`config.mk`:
```
export PLATFORM = sky130hd
export DESIGN_NAME = fp_add_scheduler
export DESIGN_NICKNAME = d
export VERILOG_FILES = /design/src/rtl/fp_add_scheduler.sv
export SDC_FILE = /design/constraint.sdc
export NUM_CORES = 1
export LEC_CHECK = 0
export CORE_ASPECT_RATIO = 1.1
export CORE_MARGIN = 5
export CORE_UTILIZATION = 35
export DETAILED_ROUTE_END_ITERATION = 16
export PLACE_DENSITY = 0.63
export SYNTH_ARGS = -nofsm -noshare
export SYNTH_HDL_FRONTEND = slang
export SYNTH_SLANG_ARGS = --single-unit
```
`constraint.sdc`:
```
create_clock -name clk -period 5 [get_ports clk]
set_input_delay 1 -clock clk [delete_from_list [all_inputs] [get_ports clk]]
set_output_delay 1 -clock clk [all_outputs]
set_load 0.005 [all_outputs]
```
`src/rtl/fp_add_scheduler.sv`:
```
// Two-requester scheduler in front of a small multi-cycle floating-point adder.
// Operand format: value = (-1)^sign * frac * 2^exp, frac has no hidden bit.
// One operation is in flight at a time; the result is held until consumed.
//
//   state | meaning
//   ------+------------------------------------------------------------
//   IDLE  | round-robin arbitration between A and B, readies live here
//   ALIGN | choose the larger operand, shift the smaller frac right
//   ADD   | signed-magnitude add/subtract into a 9-bit sum
//   NORM  | carry handling / one left shift per cycle until normalized
//   DONE  | result presented, held until the consumer takes it
module fp_add_scheduler (
  input  logic        clk,
  input  logic        rst_n,
  input  logic        a_valid,
  input  logic [25:0] a_op,
  output logic        a_ready,
  input  logic        b_valid,
  input  logic [25:0] b_op,
  output logic        b_ready,
  output logic        res_valid,
  input  logic        res_ready,
  output logic        res_id,
  output logic        res_sign,
  output logic [7:0]  res_frac,
  output logic [3:0]  res_exp,
  output logic        res_ovf,
  output logic        busy
);

  typedef enum logic [2:0] {
    S_IDLE  = 3'd0,
    S_ALIGN = 3'd1,
    S_ADD   = 3'd2,
    S_NORM  = 3'd3,
    S_DONE  = 3'd4
  } state_t;

  state_t      state_q;
  logic        last_q;      // requester served last: 0 = A, 1 = B
  logic [25:0] op_q;
  logic        id_q;
  logic [7:0]  fb_q;
  logic [7:0]  fs_q;
  logic        sb_q;
  logic        ss_q;
  logic [3:0]  exp_q;
  logic [8:0]  sum_q;
  logic        sign_q;
  logic        res_valid_q;
  logic        res_id_q;
  logic        res_sign_q;
  logic [7:0]  res_frac_q;
  logic [3:0]  res_exp_q;
  logic        res_ovf_q;

  logic        s1, s2;
  logic [7:0]  f1, f2;
  logic [3:0]  e1, e2;

  logic        grant_a_d;
  logic        grant_b_d;

  logic [7:0]  fb_d;
  logic [7:0]  fs_d;
  logic        sb_d;
  logic        ss_d;
  logic [3:0]  eb_d;
  logic [3:0]  ediff_d;

  logic [8:0]  sum_d;
  logic        sign_d;

  assign {s1, f1, e1, s2, f2, e2} = op_q;

  // Round-robin: a lone valid wins, a tie goes to whoever was not served last.
  assign grant_a_d = a_valid && (!b_valid || last_q);
  assign grant_b_d = b_valid && (!a_valid || !last_q);

  assign a_ready   = rst_n && (state_q == S_IDLE) && grant_a_d;
  assign b_ready   = rst_n && (state_q == S_IDLE) && grant_b_d;

  assign busy      = (state_q != S_IDLE);
  assign res_valid = res_valid_q;
  assign res_id    = res_id_q;
  assign res_sign  = res_sign_q;
  assign res_frac  = res_frac_q;
  assign res_exp   = res_exp_q;
  assign res_ovf   = res_ovf_q;

  // Alignment: the larger operand (exp first, then frac, operand 1 on a full tie) keeps its exp.
  always_comb begin
    fb_d    = f1;
    sb_d    = s1;
    eb_d    = e1;
    fs_d    = f2;
    ss_d    = s2;
    ediff_d = 4'd0;
    if ((e1 > e2) || ((e1 == e2) && (f1 >= f2))) begin
      ediff_d = e1 - e2;
      fb_d    = f1;
      sb_d    = s1;
      eb_d    = e1;
      fs_d    = f2 >> ediff_d;
      ss_d    = s2;
    end else begin
      ediff_d = e2 - e1;
      fb_d    = f2;
      sb_d    = s2;
      eb_d    = e2;
      fs_d    = f1 >> ediff_d;
      ss_d    = s1;
    end
  end

  // Signed-magnitude add; an exact cancellation yields +0.
  always_comb begin
    sum_d  = 9'd0;
    sign_d = sb_q;
    if (sb_q == ss_q) begin
      sum_d  = {1'b0, fb_q} + {1'b0, fs_q};
      sign_d = sb_q;
    end else if (fb_q > fs_q) begin
      sum_d  = {1'b0, fb_q - fs_q};
      sign_d = sb_q;
    end else if (fs_q > fb_q) begin
      sum_d  = {1'b0, fs_q - fb_q};
      sign_d = ss_q;
    end else begin
      sum_d  = 9'd0;
      sign_d = 1'b0;
    end
  end

  // Sequencer with registered result outputs; reset discards any in-flight operation.
  always_ff @(posedge clk or negedge rst_n) begin
    if (!rst_n) begin
      state_q     <= S_IDLE;
      last_q      <= 1'b1;
      op_q        <= 26'd0;
      id_q        <= 1'b0;
      fb_q        <= 8'd0;
      fs_q        <= 8'd0;
      sb_q        <= 1'b0;
      ss_q        <= 1'b0;
      exp_q       <= 4'd0;
      sum_q       <= 9'd0;
      sign_q      <= 1'b0;
      res_valid_q <= 1'b0;
      res_id_q    <= 1'b0;
      res_sign_q  <= 1'b0;
      res_frac_q  <= 8'd0;
      res_exp_q   <= 4'd0;
      res_ovf_q   <= 1'b0;
    end else begin
      case (state_q)
        S_IDLE: begin
          if (grant_a_d) begin
            op_q    <= a_op;
            id_q    <= 1'b0;
            last_q  <= 1'b0;
            state_q <= S_ALIGN;
          end else if (grant_b_d) begin
            op_q    <= b_op;
            id_q    <= 1'b1;
            last_q  <= 1'b1;
            state_q <= S_ALIGN;
          end
        end
        S_ALIGN: begin
          fb_q    <= fb_d;
          fs_q    <= fs_d;
          sb_q    <= sb_d;
          ss_q    <= ss_d;
          exp_q   <= eb_d;
          state_q <= S_ADD;
        end
        S_ADD: begin
          sum_q   <= sum_d;
          sign_q  <= sign_d;
          state_q <= S_NORM;
        end
        S_NORM: begin
          if (sum_q[8]) begin
            res_valid_q <= 1'b1;
            res_id_q    <= id_q;
            res_sign_q  <= sign_q;
            state_q     <= S_DONE;
            if (exp_q != 4'd15) begin
              res_frac_q <= sum_q[8:1];
              res_exp_q  <= exp_q + 4'd1;
              res_ovf_q  <= 1'b0;
            end else begin
              res_frac_q <= 8'hFF;
              res_exp_q  <= 4'd15;
              res_ovf_q  <= 1'b1;
            end
          end else if (sum_q[7] || (sum_q[7:0] == 8'd0) || (exp_q == 4'd0)) begin
            res_valid_q <= 1'b1;
            res_id_q    <= id_q;
            res_sign_q  <= sign_q;
            res_frac_q  <= sum_q[7:0];
            res_exp_q   <= (sum_q[7:0] == 8'd0) ? 4'd0 : exp_q;
            res_ovf_q   <= 1'b0;
            state_q     <= S_DONE;
          end else begin
            sum_q <= {sum_q[7:0], 1'b0};
            exp_q <= exp_q - 4'd1;
          end
        end
        S_DONE: begin
          if (res_ready) begin
            res_valid_q <= 1'b0;
            state_q     <= S_IDLE;
          end
        end
        default: begin
          state_q <= S_IDLE;
        end
      endcase
    end
  end

endmodule

```
==> results of run 1 <==
[final cells by class]
type                    count  area [sq um]  share of cell area
repair buffers             79         778.2              0.1095
flip-flops and latches     79          1978              0.2784
clock inverters             4         72.57             0.01021
inverters                  48         180.2             0.02536
clock buffers              12         236.5             0.03329
multi-input cells         519          3603              0.5072
well taps                 204         255.2             0.03593
[flip-flops by register name (all words and copies together) (netlist names)]
name	cells
op_q	26
sum_q	9
fb_q	8
fs_q	8
res_frac	8
exp_q	4
res_exp	4
state_q	3
id_q	1
last_q	1
res_id	1
res_ovf	1
res_sign	1
res_valid	1
sb_q	1
sign_q	1
ss_q	1
[layout by cell type (no fill, tap or decap), drive strengths merged, types with 12 or more instances in the layout]
cell type	count
clkbuf	12
clkdlybuf4s50	74
dfrtp	78
ha	41
inv	48
mux2i	51
nand2	66
nand3	12
nor2	74
o21ai	53
a21oi	58
[layer usage]
metal	routed length, um	GRT usage	part of all wire	vias up
li1	-	-	-	2517
met1	6790	0.1977	0.48	2321
met2	6648	0.2403	0.47	84
met3	532	0.03097	0.038	16
met4	212	0.04681	0.015	0
met5	0	0	0	-
[cell usage after synthesis (3+ instances only)]
cell type  count  share of area
a211oi_1       4         0.0051
a21boi_0       3         0.0038
a21o_1         8          0.010
a21oi_1       57          0.048
a221o_1        4         0.0068
a221oi_1       5         0.0074
a22oi_1       10          0.013
a31oi_1        9         0.0096
and3_1         6         0.0064
buf_1          4         0.0025
buf_2         11         0.0093
clkbuf_1      19          0.012
dfrtp_1       78           0.33
fa_1           5          0.017
ha_1          41          0.087
inv_1         48          0.031
mux2_2         8          0.015
mux2i_1       51          0.087
mux4_2         3          0.011
nand2_1       66          0.042
nand2b_1       4         0.0042
nand3_1       12          0.010
nand3b_1       4         0.0051
nand4_1        3         0.0032
nor2_1        71          0.045
nor2b_1        8         0.0085
nor3_1        11         0.0093
o211ai_1       6         0.0076
o21a_1         5         0.0064
o21ai_0       51          0.043
o31ai_1        4         0.0051
or3_1          4         0.0042
xnor2_1       10          0.015
xor2_1         5         0.0074
[cell families (layout without fill, tap and decap cells)]
logic type	after synthesis	in the layout	synth area share
AOI/OAI and AO/OA	189	189	0.2019
xor gates and xnor gates	17	17	0.02975
adders and majority gates	46	46	0.1041
buffers and inverters	83	143	0.05589
DFF	79	79	0.3360
muxes	62	62	0.1135
and+or+nand+nor	205	205	0.1589
[worst max-delay path, stage by stage]
cell and delay (ps):
clkdlybuf4s50_1 500, a211oi_1 270, clkdlybuf4s50_1 540
[worst min-delay path by stage]
stage                                    endpoint  cells past startpoint
final                         res_ovf$_DFFE_PN0P_                      2
after global routing      res_frac[5]$_DFFE_PN0P_                      1
after global placement        res_ovf$_DFFE_PN0P_                      2
after detailed placement      res_ovf$_DFFE_PN0P_                      2
after floorplan                sign_q$_DFFE_PN0P_                      2
after CTS                     res_ovf$_DFFE_PN0P_                      2
[metrics by stage]
step	instance area (sq um)	setup WS (ps)	hold slack, ps
after floorplan	5888	2002	446.0
after global placement	6795	1711	453.6
after detailed placement	6795	1682	455.8
after CTS	7104	1682	468.9
after global routing	7104	1508	492.3
final	7104	1681	470.2
==> results_dict.tcl, run 1 <==
set metrics [dict create \
    status "completed" \
    r2r-start "op_q[0]$_DFFE_PN0P_" \
    synth_edf_count 0 \
    finalWirelength_um 14180 \
    crit_type "in2out" \
    synthArstFlopShare 1.000 \
    wl_per_cell_um 15.01 \
    viasPerCell 5.225 \
    cts_tree "built" \
    ant_nets 0 \
    clk_latency_ps 350 \
    grt_pass1_wl_um 23760 \
    fin_skew_ps 12.25 \
    vias 4938 \
    cts_hold_repair.buffers 0 \
    syn_inst 681 \
    netlist_area_sq_um 5888 \
    clock.fmax_ghz 0.3013 \
    fin_crit_ps 3319 \
    drive_above_1_share 0.06208 \
    cts_sinks 79 \
    worstHoldStart "res_ovf$_DFFE_PN0P_" \
    startpoint_type "primary input" \
    final_hold_viol_count 0 \
    dieArea_sq_um 19520 \
    worstSetupEndpoint "b_ready" \
    grt_pass1_vias 4656 \
    tightestPinTransition_ps 1058 \
    slew_violations 0 \
    grt_max_degree 69 \
    htree_num_levels 3 \
    core-area_sq_um 16430 \
    hold_class "reg2reg" \
    r2r_slack_ps 1740 \
    ioPinCount 76 \
    ctsResizeCount 0 \
    rr_worst_depth 9 \
    rows 49 \
    rsz0062_at_grt "no" \
    seq_area_frac_synth 0.3360 \
    post-route-period-util 0.6639 \
    critPathRequiredTime_ps 4000 \
    ys_seq_elements 79 \
    overflow 0 \
    antenna_found_initial 0 \
    cp-startpoint "a_valid" \
    setup_viol 0 \
    drc 0 \
    post-cts-setup-buffers 0 \
    gp_congestion 0.8728 \
    dp_hpwl_um 10890 \
    end_kind "output port" \
    arrival_ps 2320 \
    ys_types 68 \
    numPortBuffers 75 \
    tns_ps 0 \
    syn-mean-instance-area_sq_um 8.646 \
    slew_headroom 0.2927 \
    track_usage 0.1478 \
    fill_cells 1669 \
    yosysWarnings 0 \
    die_width_um 133.7 \
    drtIter0Drc 328 \
    antenna_cells 0 \
    start_util 0.3584 \
    rr_endpoint "exp_q[3]$_DFFE_PN0P_" \
    nets 839 \
    finish.utilization 0.4324 \
    clk_pin_slew_ps 60 \
    syn_nets 784 \
    dp_cells 929 \
    critPathMaxFanout 4 \
    firstDrtPassIters 4 \
    numCtsBuffers 9 \
    clockBufferDepth 2 \
    synth_flop_cell "dfrtp_1" \
    die_y_um 146.0 \
    maxCapViolations 0 \
    fin_cells 945 \
    areaGrowthSynthToFinish_pct 20.65 \
    cts_root_buffer "clkbuf_16" \
]
Power of run 1 is not shown: default switching activity piles up to over one toggle a cycle in this logic, so the estimate is an artifact.
==> inputs of run 2 (changes only) <==
==> constraint.sdc (replaced) <==
create_clock -name clk -period 3.3 [get_ports clk]
set_input_delay 0.66 -clock clk [delete_from_list [all_inputs] [get_ports clk]]
set_output_delay 0.66 -clock clk [all_outputs]
set_load 0.005 [all_outputs]
==> run 2 against run 1 <==
Flip-flop and latch count stayed put; highest routed layer unchanged; core utilization is 0.45 points higher; worst hold slack worse by 77 ps; critical endpoint is now sum_q[4]$_DFFE_PN0P_.
==> results_dict.tcl, run 2 (synthesis gave the netlist of run 1 again) <==
set metrics [dict create \
    status "completed" \
    finalWirelength_um 14440 \
    arrival_ps 3070 \
    top_register "op_q" \
    grt_max_degree 53 \
    nets 852 \
    overflow 0 \
    clock.fmax_ghz 0.3499 \
    rsz0062_at_grt "no" \
    vias 4958 \
    critPathMaxFanout 9 \
    final_common_cell "dfrtp_1" \
    cts_sinks 79 \
    critPathRequiredTime_ps 3510 \
    slew_headroom 0.2741 \
    drtIter0Drc 308 \
    worstPathCellList "inv_1 -> fa_1 -> nand3_1 -> a21oi_1 -> o31ai_1 -> nor2_2 -> a221oi_1 -> o21ai_0" \
    holdWs_ps 392.9 \
    cts_tree "built" \
    areaGrowthSynthToFinish_pct 21.91 \
    slowest_stage "o31ai_1" \
    largest_reg_flops 26 \
    antenna_cells 0 \
    final_hold_viol_count 0 \
    clk_latency_ps 350 \
    dieArea_sq_um 19520 \
    die_y_um 146.0 \
    core-area_sq_um 16430 \
    wl_per_cell_um 15.07 \
    firstDrtPassIters 5 \
    cts_hold_repair.buffers 0 \
    slowest_delay_ps 560 \
    slew_violations 0 \
    rr_worst_depth 8 \
    reg_top3 "op_q: 26 flops, sum_q: 9 flops" \
    end_kind "flip-flop" \
    dp_slack_ps 494.2 \
    track_usage 0.1521 \
    fin_crit_ps 2858 \
    drc 0 \
    crit_type "reg2reg" \
    fin_ws_ps 442.0 \
    cts_root_buffer "clkbuf_16" \
    die_width_um 133.7 \
    antenna_found_initial 0 \
    numPortBuffers 75 \
    grt_pass1_wl_um 24290 \
    fin_skew_ps 11.18 \
    viasPerCell 5.175 \
    gp_congestion 0.8365 \
    clockBufferDepth 2 \
    ctsResizeCount 0 \
    hold_class "in2async" \
    fill_cells 1671 \
    dp_hpwl_um 11220 \
    post-cts-setup-buffers 0 \
    final_cell_mix "dfrtp_1 (78), clkdlybuf4s50_1 (74), nor2_1 (70)" \
    maxCapViolations 0 \
    post-route-period-util 0.8661 \
    startpoint_type "flip-flop" \
    numCtsBuffers 9 \
    drive_above_1_share 0.07958 \
    ioPinCount 76 \
    tightestPinTransition_ps 1089 \
    rows 49 \
    grt_pass1_vias 4742 \
    start_util 0.3584 \
    setup_viol 0 \
    tns_ps 0 \
    clk_pin_slew_ps 60 \
    htree_num_levels 3 \
    ant_nets 0 \
]
## run 2: cell types whose count changed in the layout (fill, tap and decap cells not counted), sizes merged
| cell | delta |
|---|---|
| buf | +13 |
| bufinv | -2 |
| clkbuf | +1 |
| inv | +1 |
## run 2: layout make-up
class	count	area [sq um]	share of cell area
clock buffer	13	260.3	0.03626
timing repair buffer	92	875.8	0.1220
clock inverter	3	25.02	0.003486
multi-input combinational	519	3603	0.5020
sequential	79	1978	0.2756
tap	204	255.2	0.03556
inverter	48	180.2	0.02510
## run 2: stage by stage
step | util | area [sq um] | instances
final | 0.4369 | 7178 | 958
after global routing | 0.4369 | 7178 | 958
after CTS | 0.4369 | 7178 | 958
after detailed placement | 0.4195 | 6893 | 942
after global placement | 0.4195 | 6893 | 942
after floorplan | - | 5888 | 681
## run 2: path summary, 6_finish.rpt
path                                     start                       to  slack [ps]
max                        fb_q[1]$_DFFE_PN0P_     sum_q[4]$_DFFE_PN0P_         440
max in group asynchronous                rst_n      op_q[6]$_DFFE_PN0P_        1950
min                                      rst_n  res_frac[5]$_DFFE_PN0P_         390
min in group clk           res_ovf$_DFFE_PN0P_      res_ovf$_DFFE_PN0P_         460
min reg2reg                res_ovf$_DFFE_PN0P_      res_ovf$_DFFE_PN0P_         460
max reg2reg                fb_q[1]$_DFFE_PN0P_     sum_q[4]$_DFFE_PN0P_         440
## run 2: per-layer routing
layer | share of wire | vias up | track usage
li1 | - | 2545 | -
met1 | 0.47 | 2314 | 0.2043
met2 | 0.48 | 86 | 0.2495
met3 | 0.034 | 13 | 0.02684
met4 | 0.016 | 0 | 0.04938
met5 | 0 | - | 0
## run 2: critical path, delay by kind of cell, from the launching register on
| kind | cells | cell delay [ps] |
|---|---|---|
| DFF | 1 | 470 |
| adders and majority gates | 1 | 500 |
| buffers and inverters | 1 | 160 |
| and+or+nand+nor | 2 | 360 |
| AOI/OAI and AO/OA | 4 | 1230 |
Power of run 2 is left out for the same reason.
==> inputs of run 3 (changes only) <==
--- a/config.mk
+++ b/config.mk
@@ -6,7 +6,6 @@
 export NUM_CORES = 1
 export LEC_CHECK = 0
 export CORE_ASPECT_RATIO = 1.1
-export CORE_MARGIN = 5
 export CORE_UTILIZATION = 35
 export DETAILED_ROUTE_END_ITERATION = 16
 export PLACE_DENSITY = 0.63
==> run 3 against run 2 <==
The run now ends with design-rule violations left; sequential share of layout area fell by 0.18 points; register-to-register slack got worse by 60 ps; critical path depth is 3 higher; cell area increased by 0.65%; critical path type unchanged; critical endpoint is now fs_q[6]$_DFFE_PN0P_.
==> results_dict.tcl, run 3 (synthesis gave the netlist of run 1 again) <==
set metrics [dict create \
    areaGrowthSynthToFinish_pct 22.69 \
    vias 5024 \
    clockBufferDepth 2 \
    die_y_um 138.0 \
    core-area_sq_um 16430 \
    critPathMaxFanout 18 \
    drc 3 \
    hold_class "in2async" \
    maxCapViolations 0 \
    grt_pass1_vias 4898 \
    ioPinCount 76 \
    finalWirelength_um 14150 \
    r2r-start "op_q[13]$_DFFE_PN0P_" \
    start_util 0.3584 \
    clock.fmax_ghz 0.3427 \
    status "finished, violations left" \
    grt_pass1_wl_um 23850 \
    numCtsBuffers 9 \
    antenna_found_initial 0 \
    rsz0062_at_grt "no" \
    arrival_ps 3150 \
    setup_viol 0 \
    viasPerCell 5.239 \
    crit_type "reg2reg" \
    top_register "op_q" \
    worstPathCellList "inv_1 -> ha_1 -> inv_1 -> fa_1 -> a21o_1 -> a21o_1 -> a21oi_1 -> a21oi_2 -> buf_4 -> nor4b_1 -> a221o_1" \
    ant_nets 0 \
    dp_hpwl_um 11010 \
    gp_congestion 0.8655 \
    track_usage 0.1727 \
    cts_root_buffer "clkbuf_16" \
    nets 853 \
    slowest_stage "a21oi_2" \
    overflow 0 \
    cp-startpoint "op_q[13]$_DFFE_PN0P_" \
    seqCellArea_sq_um 1978 \
    slew_violations 0 \
    reg_top3 "op_q: 26 flops, sum_q: 9 flops" \
    grt_max_degree 44 \
    violations "design-rule violations" \
    numPortBuffers 75 \
    drive_above_1_share 0.08212 \
    fin_skew_ps 7.688 \
    cts_tree "built" \
    cts_sinks 79 \
    die_width_um 125.7 \
    largest_reg_flops 26 \
    rows 49 \
    clk_latency_ps 350 \
    cts_hold_repair.buffers 0 \
    slowest_delay_ps 840 \
    fin_crit_ps 2918 \
    wl_per_cell_um 14.75 \
    htree_num_levels 3 \
    startpoint_type "flip-flop" \
    post-route-period-util 0.8842 \
    end_kind "flip-flop" \
    tightestPinTransition_ps 1141 \
    final_common_cell "dfrtp_1" \
    post-cts-setup-buffers 0 \
    ctsResizeCount 0 \
    clk_pin_slew_ps 60 \
    multi_input_comb_area_sq_um 3603 \
    fill_cells 1672 \
    final_cell_mix "dfrtp_1 (78), clkdlybuf4s50_1 (74), nor2_1 (70)" \
    antenna_cells 0 \
    slew_headroom 0.2392 \
    tns_ps 0 \
    drtIter0Drc 374 \
    dieArea_sq_um 17350 \
    critPathRequiredTime_ps 3530 \
    firstDrtPassIters 13 \
    final_hold_viol_count 0 \
]
[run 3: cell count changes in the layout (fill, tap and decap cells not counted)]
| cell | before | now |
|---|---|---|
| buf_4 | 18 | 19 |
| bufinv_16 | 0 | 2 |
| clkbuf_1 | 2 | 1 |
| clkbuf_8 | 2 | 1 |
| clkinv_2 | 0 | 1 |
| inv_6 | 1 | 0 |
[run 3: metal layers]
layer / share of wire / up-vias / track usage
met3: 0.038 / 26 / 0.03406
met1: 0.48 / 2329 / 0.2317
li1: - / 2548 / -
met5: 0 / - / 0
met2: 0.46 / 121 / 0.2696
met4: 0.026 / 0 / 0.07638
[run 3: layout make-up]
cell class              count  share of cell area
multi-input cells         519              0.4988
flip-flops and latches     79              0.2738
repair buffers             93              0.1223
well taps                 204             0.03533
clock buffers              11             0.03360
inverters                  48             0.02494
clock inverters             5             0.01126
[run 3: path summary, 6_finish.rpt]
path	to	slack, ps	cells after the start
worst max register to register	fs_q[6]$_DFFE_PN0P_	380	11
worst max-delay path	fs_q[6]$_DFFE_PN0P_	380	11
max in group asynchronous	op_q[11]$_DFFE_PN0P_	1940	3
min in group clk	res_frac[4]$_DFFE_PN0P_	480	2
worst min-delay path	res_frac[5]$_DFFE_PN0P_	410	2
worst min register to register	res_frac[4]$_DFFE_PN0P_	480	2
[run 3: critical path, delay by kind of cell, from the launching register on]
kind	cells	cell delay (ps)
AO/OA/AOI/OAI	5	1430
buffers and inverters	3	470
adder cells (fa/ha/maj)	2	430
flip-flops	1	400
AND/OR/NAND/NOR	1	70
[run 3: metrics by stage]
step                      setup WS (ps)  instances  hold slack (ps)  utilization  cell area [sq um]
final                             382.2        959            405.5       0.4397               7224
after global routing              164.9        959            437.3       0.4397               7224
after CTS                         382.5        959            415.3       0.4397               7224
after detailed placement          428.5        943            471.3       0.4200               6900
after global placement            480.4        943            451.3       0.4200               6900
after floorplan                   886.1        681            364.4            -               5888
Power of run 3 is left out for the same reason.
